===== src/rtl/tag_comparator_pkg.sv =====
// Shared definitions for the DRAM cache tag path: index extractor, tag FIFO and tag comparator.
// Default geometry, derived tag/metadata widths, tag FIFO record and AXI response codes.
package tag_comparator_pkg;

    localparam int unsigned CFG_ADDR_WIDTH   = 64;
    localparam int unsigned CFG_ID_WIDTH     = 4;
    localparam int unsigned CFG_INDEX_WIDTH  = 20;
    localparam int unsigned CFG_OFFSET_WIDTH = 6;
    localparam int unsigned CFG_TID_WIDTH    = 16;
    localparam int unsigned CFG_DATA_WIDTH   = 512;

    localparam int unsigned CFG_TAG_WIDTH  = CFG_ADDR_WIDTH - CFG_INDEX_WIDTH - CFG_OFFSET_WIDTH;
    localparam int unsigned CFG_META_WIDTH = CFG_TAG_WIDTH + 2;
    localparam int unsigned CFG_LINE_WIDTH = CFG_DATA_WIDTH - CFG_META_WIDTH;
    localparam int unsigned CFG_REC_WIDTH  = CFG_ADDR_WIDTH + CFG_TID_WIDTH + 1;

    localparam logic [1:0] RESP_OKAY = 2'b00;

    typedef struct packed {
        logic                      is_write;
        logic [CFG_TID_WIDTH-1:0]  tid;
        logic [CFG_ADDR_WIDTH-1:0] addr;
    } tag_rec_t;

    function automatic int unsigned calc_tag_width(input int unsigned addr_w,
                                                   input int unsigned index_w,
                                                   input int unsigned offset_w);
        return addr_w - index_w - offset_w;
    endfunction

    function automatic int unsigned calc_meta_width(input int unsigned tag_w);
        return tag_w + 2;
    endfunction

    // Metadata sits in the top bits of the R beat: {valid, dirty, tag}, line below it.
    function automatic int unsigned meta_valid_bit(input int unsigned data_w);
        return data_w - 1;
    endfunction

    function automatic int unsigned meta_dirty_bit(input int unsigned data_w);
        return data_w - 2;
    endfunction

    function automatic int unsigned meta_tag_lsb(input int unsigned data_w,
                                                 input int unsigned tag_w);
        return data_w - calc_meta_width(tag_w);
    endfunction

endpackage


===== src/rtl/tag_comparator_tag_match.sv =====
// Combinational tag compare: hit only for a valid stored line whose tag matches and an OKAY read.
module tag_comparator_tag_match #(
    parameter int unsigned TAG_WIDTH = 38
) (
    input  logic                 i_valid,
    input  logic [TAG_WIDTH-1:0] i_stored_tag,
    input  logic [TAG_WIDTH-1:0] i_req_tag,
    input  logic                 i_err,
    output logic                 o_hit_c
);

    assign o_hit_c = i_valid && (i_stored_tag == i_req_tag) && !i_err;

endmodule


===== src/rtl/tag_comparator.sv =====
// Tag comparator: pairs each popped tag FIFO record with the in-order index read beat, emits hit/miss.
// Optional hit/miss counters under `TAG_COMPARATOR_STATS_EN.
module tag_comparator
    import tag_comparator_pkg::*;
#(
    parameter int unsigned ADDR_WIDTH   = CFG_ADDR_WIDTH,
    parameter int unsigned ID_WIDTH     = CFG_ID_WIDTH,
    parameter int unsigned INDEX_WIDTH  = CFG_INDEX_WIDTH,
    parameter int unsigned OFFSET_WIDTH = CFG_OFFSET_WIDTH,
    parameter int unsigned TID_WIDTH    = CFG_TID_WIDTH,
    parameter int unsigned DATA_WIDTH   = CFG_DATA_WIDTH,
    localparam int unsigned TAG_WIDTH   = calc_tag_width(ADDR_WIDTH, INDEX_WIDTH, OFFSET_WIDTH),
    localparam int unsigned LINE_WIDTH  = DATA_WIDTH - calc_meta_width(TAG_WIDTH),
    localparam int unsigned REC_WIDTH   = ADDR_WIDTH + TID_WIDTH + 1
) (
    input  logic                  clk,
    input  logic                  rst_n,
    input  logic                  tag_fifo_empty_i,
    output logic                  tag_fifo_rden_o,
    input  logic [REC_WIDTH-1:0]  tag_fifo_data_i,
    input  logic [ID_WIDTH-1:0]   rid_i,
    input  logic [DATA_WIDTH-1:0] rdata_i,
    input  logic [1:0]            rresp_i,
    input  logic                  rlast_i,
    input  logic                  rvalid_i,
    output logic                  rready_o,
    output logic                  res_valid_o,
    input  logic                  res_ready_i,
    output logic                  res_hit_o,
    output logic                  res_write_o,
    output logic [TID_WIDTH-1:0]  res_tid_o,
    output logic [ADDR_WIDTH-1:0] res_addr_o,
    output logic                  res_dirty_o,
    output logic [TAG_WIDTH-1:0]  res_victim_tag_o,
    output logic [LINE_WIDTH-1:0] res_data_o,
    output logic                  res_err_o
`ifdef TAG_COMPARATOR_STATS_EN
    ,
    output logic [31:0]           hit_cnt_o,
    output logic [31:0]           miss_cnt_o
`endif
);

    localparam int unsigned VALID_BIT = meta_valid_bit(DATA_WIDTH);
    localparam int unsigned DIRTY_BIT = meta_dirty_bit(DATA_WIDTH);
    localparam int unsigned TAG_LSB   = meta_tag_lsb(DATA_WIDTH, TAG_WIDTH);
    localparam int unsigned REQ_TAG_LSB = INDEX_WIDTH + OFFSET_WIDTH;

    localparam logic [1:0] S_IDLE   = 2'd0;
    localparam logic [1:0] S_POP    = 2'd1;
    localparam logic [1:0] S_WAIT_R = 2'd2;
    localparam logic [1:0] S_OUT    = 2'd3;

    logic [1:0] r_state;
    logic [1:0] w_state_next;
    logic       r_rden;
    logic       r_rready;
    logic       r_res_valid;
    logic       w_rden_next;
    logic       w_rready_next;
    logic       w_res_valid_next;
    logic       w_latch_req;
    logic       w_accept;

    logic                  r_res_hit;
    logic                  r_res_write;
    logic [TID_WIDTH-1:0]  r_res_tid;
    logic [ADDR_WIDTH-1:0] r_res_addr;
    logic                  r_res_dirty;
    logic [TAG_WIDTH-1:0]  r_res_victim_tag;
    logic [LINE_WIDTH-1:0] r_res_data;
    logic                  r_res_err;

    logic                  w_err;
    logic                  w_hit_c;
    logic                  w_unused;

    assign w_err    = (rresp_i != RESP_OKAY);
    assign w_unused = ^{rid_i, rlast_i};

    tag_comparator_tag_match #(
        .TAG_WIDTH (TAG_WIDTH)
    ) u_tag_match (
        .i_valid      (rdata_i[VALID_BIT]),
        .i_stored_tag (rdata_i[TAG_LSB +: TAG_WIDTH]),
        .i_req_tag    (r_res_addr[REQ_TAG_LSB +: TAG_WIDTH]),
        .i_err        (w_err),
        .o_hit_c      (w_hit_c)
    );

    // Pop is issued from S_IDLE one cycle ahead of leaving it, so tag_fifo_rden_o stays registered.
    always_comb begin
        w_state_next     = r_state;
        w_rden_next      = 1'b0;
        w_rready_next    = 1'b0;
        w_res_valid_next = 1'b0;
        w_latch_req      = 1'b0;
        w_accept         = 1'b0;
        case (r_state)
            S_IDLE: begin
                if (r_rden) begin
                    w_state_next = S_POP;
                end else if (!tag_fifo_empty_i) begin
                    w_rden_next = 1'b1;
                end
            end
            S_POP: begin
                w_latch_req   = 1'b1;
                w_rready_next = 1'b1;
                w_state_next  = S_WAIT_R;
            end
            S_WAIT_R: begin
                if (rvalid_i && r_rready) begin
                    w_accept         = 1'b1;
                    w_res_valid_next = 1'b1;
                    w_state_next     = S_OUT;
                end else begin
                    w_rready_next = 1'b1;
                end
            end
            S_OUT: begin
                if (res_ready_i) begin
                    w_rden_next  = !tag_fifo_empty_i;
                    w_state_next = S_IDLE;
                end else begin
                    w_res_valid_next = 1'b1;
                end
            end
            default: w_state_next = S_IDLE;
        endcase
    end

    always_ff @(posedge clk or negedge rst_n) begin
        if (!rst_n) begin
            r_state     <= S_IDLE;
            r_rden      <= 1'b0;
            r_rready    <= 1'b0;
            r_res_valid <= 1'b0;
        end else begin
            r_state     <= w_state_next;
            r_rden      <= w_rden_next;
            r_rready    <= w_rready_next;
            r_res_valid <= w_res_valid_next;
        end
    end

    // Result payload only changes in S_POP / on R acceptance, so it is stable while res_valid_o is high.
    always_ff @(posedge clk or negedge rst_n) begin
        if (!rst_n) begin
            r_res_write      <= 1'b0;
            r_res_tid        <= '0;
            r_res_addr       <= '0;
            r_res_hit        <= 1'b0;
            r_res_dirty      <= 1'b0;
            r_res_victim_tag <= '0;
            r_res_data       <= '0;
            r_res_err        <= 1'b0;
        end else begin
            if (w_latch_req) begin
                r_res_write <= tag_fifo_data_i[REC_WIDTH-1];
                r_res_tid   <= tag_fifo_data_i[ADDR_WIDTH +: TID_WIDTH];
                r_res_addr  <= tag_fifo_data_i[ADDR_WIDTH-1:0];
            end
            if (w_accept) begin
                r_res_hit        <= w_hit_c;
                r_res_dirty      <= rdata_i[DIRTY_BIT];
                r_res_victim_tag <= rdata_i[TAG_LSB +: TAG_WIDTH];
                r_res_data       <= rdata_i[LINE_WIDTH-1:0];
                r_res_err        <= w_err;
            end
        end
    end

    assign tag_fifo_rden_o  = r_rden;
    assign rready_o         = r_rready;
    assign res_valid_o      = r_res_valid;
    assign res_hit_o        = r_res_hit;
    assign res_write_o      = r_res_write;
    assign res_tid_o        = r_res_tid;
    assign res_addr_o       = r_res_addr;
    assign res_dirty_o      = r_res_dirty;
    assign res_victim_tag_o = r_res_victim_tag;
    assign res_data_o       = r_res_data;
    assign res_err_o        = r_res_err;

`ifdef TAG_COMPARATOR_STATS_EN
    logic [31:0] r_hit_cnt;
    logic [31:0] r_miss_cnt;

    // Saturating per-handshake hit/miss counters.
    always_ff @(posedge clk or negedge rst_n) begin
        if (!rst_n) begin
            r_hit_cnt  <= '0;
            r_miss_cnt <= '0;
        end else if (r_res_valid && res_ready_i) begin
            if (r_res_hit) begin
                if (r_hit_cnt != 32'hFFFF_FFFF) r_hit_cnt <= r_hit_cnt + 32'd1;
            end else begin
                if (r_miss_cnt != 32'hFFFF_FFFF) r_miss_cnt <= r_miss_cnt + 32'd1;
            end
        end
    end

    assign hit_cnt_o  = r_hit_cnt;
    assign miss_cnt_o = r_miss_cnt;
`endif

endmodule


===== config.mk =====
export PLATFORM = sky130hd
export DESIGN_NAME = tag_comparator
export DESIGN_NICKNAME = d
export VERILOG_FILES = /design/src/rtl/tag_comparator_pkg.sv /design/src/rtl/tag_comparator_tag_match.sv /design/src/rtl/tag_comparator.sv
export SDC_FILE = /design/constraint.sdc
export NUM_CORES = 1
export LEC_CHECK = 0
export CORE_AREA = 5 5 459 461
export CTS_CLUSTER_SIZE = 24
export DETAILED_ROUTE_END_ITERATION = 10
export DIE_AREA = 0 0 464 466
export HOLD_SLACK_MARGIN = 0.05
export MAX_ROUTING_LAYER = met4
export PLACE_DENSITY = 0.36
export SYNTH_ARGS = -nofsm -noshare
export SYNTH_HDL_FRONTEND = slang
export SYNTH_SLANG_ARGS = --single-unit

===== constraint.sdc =====
create_clock -name clk -period 2.98 [get_ports clk]
set_input_delay 0.894 -clock clk [delete_from_list [all_inputs] [get_ports clk]]
set_output_delay 0.894 -clock clk [all_outputs]
set_load 0.05 [all_outputs]

* Yosys cells after proc, flatten, opt, wreduce, memory -nomap -nowiden
Index checks and enable logic that the tools add are counted.
** Word-level totals
- Bits in registers :: 599
- Bits in latches :: 0
- Memory bits (writable) :: 0
- ROM bits :: 0
- Input bits :: 605
- Output and inout port bits :: 597
- Word-level logic and storage cells :: 42
- Memories kept :: 0
** Operators by class
- Add/subtract/negate cells :: 0
- $mul :: 0
- Divide/modulo/power cells :: 0
- Order comparisons :: 0
- Equality and inequality tests :: 7
- Shift operators :: 0
- Multiplexer cells :: 15
- Bitwise logic cells :: 0
- Reductions and logical operators :: 8
** Operators by type and width (count)
- $eq 38x38->1 :: 1
- $mux 1 :: 8
- $pmux 2 s4 :: 1
- $mux 2 :: 3
- $ne 2x2->1 const B :: 3
- $pmux 1 s2 :: 3
- $eq 2x2->1 const B :: 2
- $logic_and 1x1->1 :: 3
- $reduce_and 3->1 :: 1
- $eq 2x1->1 const B :: 1
- $logic_not 1->1 :: 2
- $logic_not 2->1 :: 1
- $reduce_bool 2->1 :: 1

* Logic depth before layout (Yosys ltp)
- Depth in word-level cells :: 3
- Gate-level depth with buffers :: 8
- Gate-level depth less buffers :: 6

* Modules after synthesis
Synthesis repeated with hierarchy kept, for this count alone.
** Unflattened totals
- Cells, all modules :: 1332
- Area total of the unflattened synthesis :: 24636.1 um2
** Modules (own cells, without submodules)
- tag_comparator :: instances 1, cells each 1280, area each 24212.0 um2, sequential area each 14989.4 um2
- tag_comparator_tag_match :: instances 1, cells each 52, area each 424.2 um2, sequential area each 0.0 um2

* Worst setup path after synthesis
OpenSTA, ideal clock, no wires.
- Path kind :: input -> register
- Start :: input rvalid_i
- End :: register r_res_data[272] (netlist: res_data_o[272])
- Setup time :: 0.125 ns
- Arrival time :: 1.884 ns
- Required time :: 2.855 ns
- Path slack :: 0.971 ns
- Stages on the path :: 5
- Path buffers :: 3
- Path through :: nand3_1 -> buf_2 -> buf_2 -> buf_2 -> mux2_2
** Between the ends
- Cells in the longest elaborated chain, start to end :: 3
** RTL lines
- start, declared :: RTL line tag_comparator.sv:25 : input logic rvalid_i,
- $logic_and 1x1->1 :: RTL line tag_comparator.sv:113 : if (rvalid_i && r_rready) begin
- $mux 1 :: RTL line tag_comparator.sv:113
- $mux 1 :: RTL line tag_comparator.sv:99 : case (r_state)
- end signal, assigned :: RTL line tag_comparator.sv:168 : r_res_data <= rdata_i[LINE_WIDTH-1:0];
- end, declared :: RTL line tag_comparator.sv:71 : logic [LINE_WIDTH-1:0] r_res_data;
No other way between the ends.
A chain may end at the register's enable or synchronous reset.

* Worst setup path after layout
- Start :: register r_res_addr[18] (netlist: res_addr_o[18])
- End :: output res_addr_o[18]
** RTL lines
- start, declared :: RTL line tag_comparator.sv:68 : logic [ADDR_WIDTH-1:0] r_res_addr;
- start signal, assigned :: RTL line tag_comparator.sv:162 : r_res_addr <= tag_fifo_data_i[ADDR_WIDTH-1:0];
- end, declared :: RTL line tag_comparator.sv:32 : output logic [ADDR_WIDTH-1:0] res_addr_o,
No word-level cell between the ends.

==> results.md <==
Outcome:
- The flow ran to the end, and the final reports show no timing, DRC or antenna violations.

Timing:
- In the final timing run, aggregate negative setup slack is 0 ns.
- After layout, the worst path uses 96.5% of the clock period.
- Setup repair after global routing left no endpoint under its margin.
- The clock arrives with 0.0388 ns of skew.
- The number of slew-limit violations in the final report is 0.
- The total of endpoints with negative setup slack in the final report is 0.
- The clock period could shrink to 2.87 ns.
- The worst setup margin is 0.105 ns.
- The fmax is 0.348 GHz.
- At the pin with the least slew margin, the transition time is 0.747 ns.
- The worst slew slack as a fraction of its limit is 50.4%.
- The final count of hold timing violations is 0.

Detailed routing:
- The routed wire length is 135000 µm.
- The count of antenna-violating nets left after detailed routing is 0.
- The via total after detailed routing is 16754.
- The vias per cell is 3.07.
- After detailed routing, the number of remaining DRC violations is 0.
- In the final routed layout, each cell accounts on average for 24.7 µm.
- The total iterations of the first detailed-routing run is 4.
- In this run, the number of DRC markers left after iteration 0 of detailed routing was 472.

Finish:
- Relative to the synthesized area, the layout overhead comes to 82.3%.
- Leaving out fill and tap cells, the most frequent cells in the layout are 1073 x clkdlybuf4s50_1, 599 x dfrtp_1, 593 x mux2_2.
- The multi-input gate area in the final layout is 0.00727 mm².
- Excluding fillers, the count of instances in the completed layout stands at 5461.
- The cell area after layout is 0.0412 mm².
- The end-of-flow core utilization is 20.0%.
- Cells with a size suffix above 1 make up 32.6% of the layout.
- Leaving out fill and tap cells, the most frequent cell in the layout is clkdlybuf4s50_1.
- The sequential cell area in the final layout is 0.0150 mm².
- In the final design database the tool counted 3232 nets.
- The layout has 22331 filler cells.

Clocking:
- The maximum level of the CTS H-tree is 3.
- Clock-pin slew was measured on the worst setup and hold paths at 0.06 ns.
- The clock tree from TritonCTS is built.
- The clock latency on the worst-skew pair is 0.71 ns.
- The post-CTS setup buffer count is 0.
- The clock passes through at most 3 buffers.
- Buffers inserted during clock tree synthesis total 82.
- The root buffer cell is clkbuf_16.
- The TritonCTS sink count is 599.

Floorplanning:
- The floorplan die height is 466 µm.
- The I/O pin count is 1202.
- The core region is 0.206 mm².
- The floorplan step set the die width to 464 µm.
- For this configuration, the core starts out at a cell density of 11.0%.
- In this run the core area contains 167 standard-cell rows.
- The die outline area is 0.216 mm².

Setup path:
- At the worst endpoint, the arrival time is 1.98 ns.
- Counting cells, the worst reg-to-reg path comes to 6.
- The critical path goes through clkdlybuf4s50_1.
- The worst setup path is captured at an output pin.
- The number of cells on the critical path is 1.
- The top cell family by delay on the critical path is buffers and inverters.
- Together, buffers and inverters on the worst path number 1.
- The setup check on the worst reg-to-reg path leaves a slack of 0.86 ns.
- The endpoint identified for the worst register-to-register timing path is res_data_o[70].
- Of all nets on the critical path, the largest fanout is 2.
- The startpoint class of the critical path is a register.
- The critical path required time is 2.09 ns.
- The startpoint of the worst register-to-register path is r_state[0].
- The maximum single-stage delay on the critical path is 0.92 ns.
- The setup path with the least slack is of type reg -> out.
- The cell with the biggest individual delay on the critical path is clkdlybuf4s50_1.

Power and ir drop:
- The power per cell area is 1330 mW/mm².
- The analysis attributes to net switching a power of 26.4 mW.
- The maximum vdd ir drop is 831 µV.
- The clock network accounts for 18.4% of the total power.
- The internal power contribution is 28.5 mW.
- In this run the static leakage power is 16.9 nW.
- Sequential cells account for 26.5% of the total power.
- Net switching is 48.1% of the power.
- The combinational share of power is 55.1%.

Logic synthesis:
- The net count of the mapped netlist is 1943.
- The total of flip-flops plus latches after synthesis is 599.
- Yosys printed 0 warnings.
- Of the post-synthesis cell area, the dominant cell type holds 66.4%.
- Of all cell types, the one taking the most synthesized area is dfrtp_1.
- A synthesized cell averages 16.9 µm².
- The share of the yosys chip area belonging to registers is 66.4%.
- The number of distinct standard cells referenced by the synthesized netlist is 23.
- Ranked by total cell area, the synthesized netlist is headed by dfrtp_1 66%, mux2_2 30%, buf_2 1.4%.
- The synthesized netlist cell count is 1333.
- The total standard cell area after synthesis is 0.0226 mm².

Placement:
- Routability-driven placement finished with a final weighted congestion of 0.833.
- The cell total after placement is 5241.
- After detailed placement, the total cell area comes to 0.0383 mm².
- Detailed placement finished with a half-perimeter wire length of 112000 µm.
- The post-placement worst setup slack is 0.0846 ns.
- The count of input and output buffers is 1196.

Global route:
- The number of antenna violations at the first check in global routing was 109.
- The number of global-route vias before repair is 18732.
- The residual overflow from global routing is 0.
- The all-layer global routing usage is 12.5%.
- Entering global routing, the biggest net connects 74 pins.
- The first global-routing pass estimated 178000 µm of wire.

Hold path:
- In this run the worst hold path is classified as reg -> reg.
- The path with the worst hold slack has its endpoint at res_hit_o.
- The worst hold path startpoint is res_hit_o.
- The depth of the worst hold-timing path is 2.

Job:
- The total of max-cap violations is 0.
-- state kept, by name, summed over array words and instances (netlist names) --
register / count
res_tid_o: 16
res_write_o: 1
res_data_o: 472
tag_fifo_rden_o: 1
rready_o: 1
res_hit_o: 1
r_state: 2
res_dirty_o: 1
res_valid_o: 1
res_addr_o: 64
res_victim_tag_o: 38
res_err_o: 1
-- per-layer routing --
metal,wire length (µm),track usage (%),up-vias
li1,-,-,7400
met1,50600,12.8,8279
met2,65000,20.5,916
met3,16600,7.32,159
met4,2700,2.84,0
met5,0,-,-
-- cell usage after synthesis, drive strengths merged --
cell type	number
inv	3
or4	1
clkbuf	3
buf	63
xnor2	5
nand2	2
ha	5
nor2	3
nand4	3
nor3	2
dfrtp	599
mux2i	1
o31ai	1
o21a	1
o21ai	2
a21boi	1
nor2b	1
nand3	2
a21oi	1
nor4	8
xor2	33
mux2	593
-- power groups by stage --
| stage | Clock, mW | Sequential (mW) | Combinational, mW |
|---|---|---|---|
| 2_1_floorplan | 0 | 28.0 | 4.78 |
| 3_3_place_gp | 0 | 14.6 | 31.0 |
| 3_5_place_dp | 0 | 14.7 | 30.9 |
| 4_1_cts | 10.7 | 14.6 | 30.8 |
| 5_1_grt | 10.9 | 15.1 | 31.5 |
| 6_report | 10.1 | 14.5 | 30.2 |
-- cells by family after synthesis --
logic type | synth area share (%)
buf+inv | 1.52
simple gates | 0.538
fa+ha+maj | 0.277
xor+xnor | 1.47
flops | 66.4
compound gates | 0.188
mux | 29.6
-- metrics by stage --
stage	power [mW]	hold slack (ns)
after CTS	56.1	0.492
after global placement	45.5	0.474
after floorplan	32.8	0.534
after detailed placement	45.6	0.478
after global routing	57.4	0.508
final	54.8	0.486
-- tightest hold or removal path, cell delays in order, from the launching register on --
cell	delay, ns
dfrtp_1	0.34
nand2_1	0.06
o31ai_2	0.05
-- cell type report --
type | instances | share of cell area [%]
clock inverters | 22 | 0.659
clock buffers | 127 | 6.08
inverters | 3 | 0.0274
flip-flops and latches | 599 | 36.4
repair buffers | 1271 | 30.5
multi-input cells | 665 | 17.7
diodes | 70 | 0.425
well taps | 2704 | 8.22
-- how the worst max path moves through the flow --
| stage | start | end | slack (ns) |
|---|---|---|---|
| final | res_addr_o[18] | res_addr_o[18] | 0.11 |
| after global routing | res_data_o[450] | res_data_o[450] | 0.003 |
| after CTS | res_data_o[63] | res_data_o[63] | 0.0009 |
| after detailed placement | rdata_i[500] | res_hit_o | 0.08 |
| after global placement | rdata_i[500] | res_hit_o | 0.13 |
| after floorplan | rvalid_i | res_data_o[272] | 0.97 |
-- what timing repair did --
action	in CTS	in global routing
gates resized for setup	46	2
hold endpoints to repair	10	0
hold buffers	1	0
endpoints found under the setup margin	46	2
cloned	0	0
(Power assumes the default switching activity.)
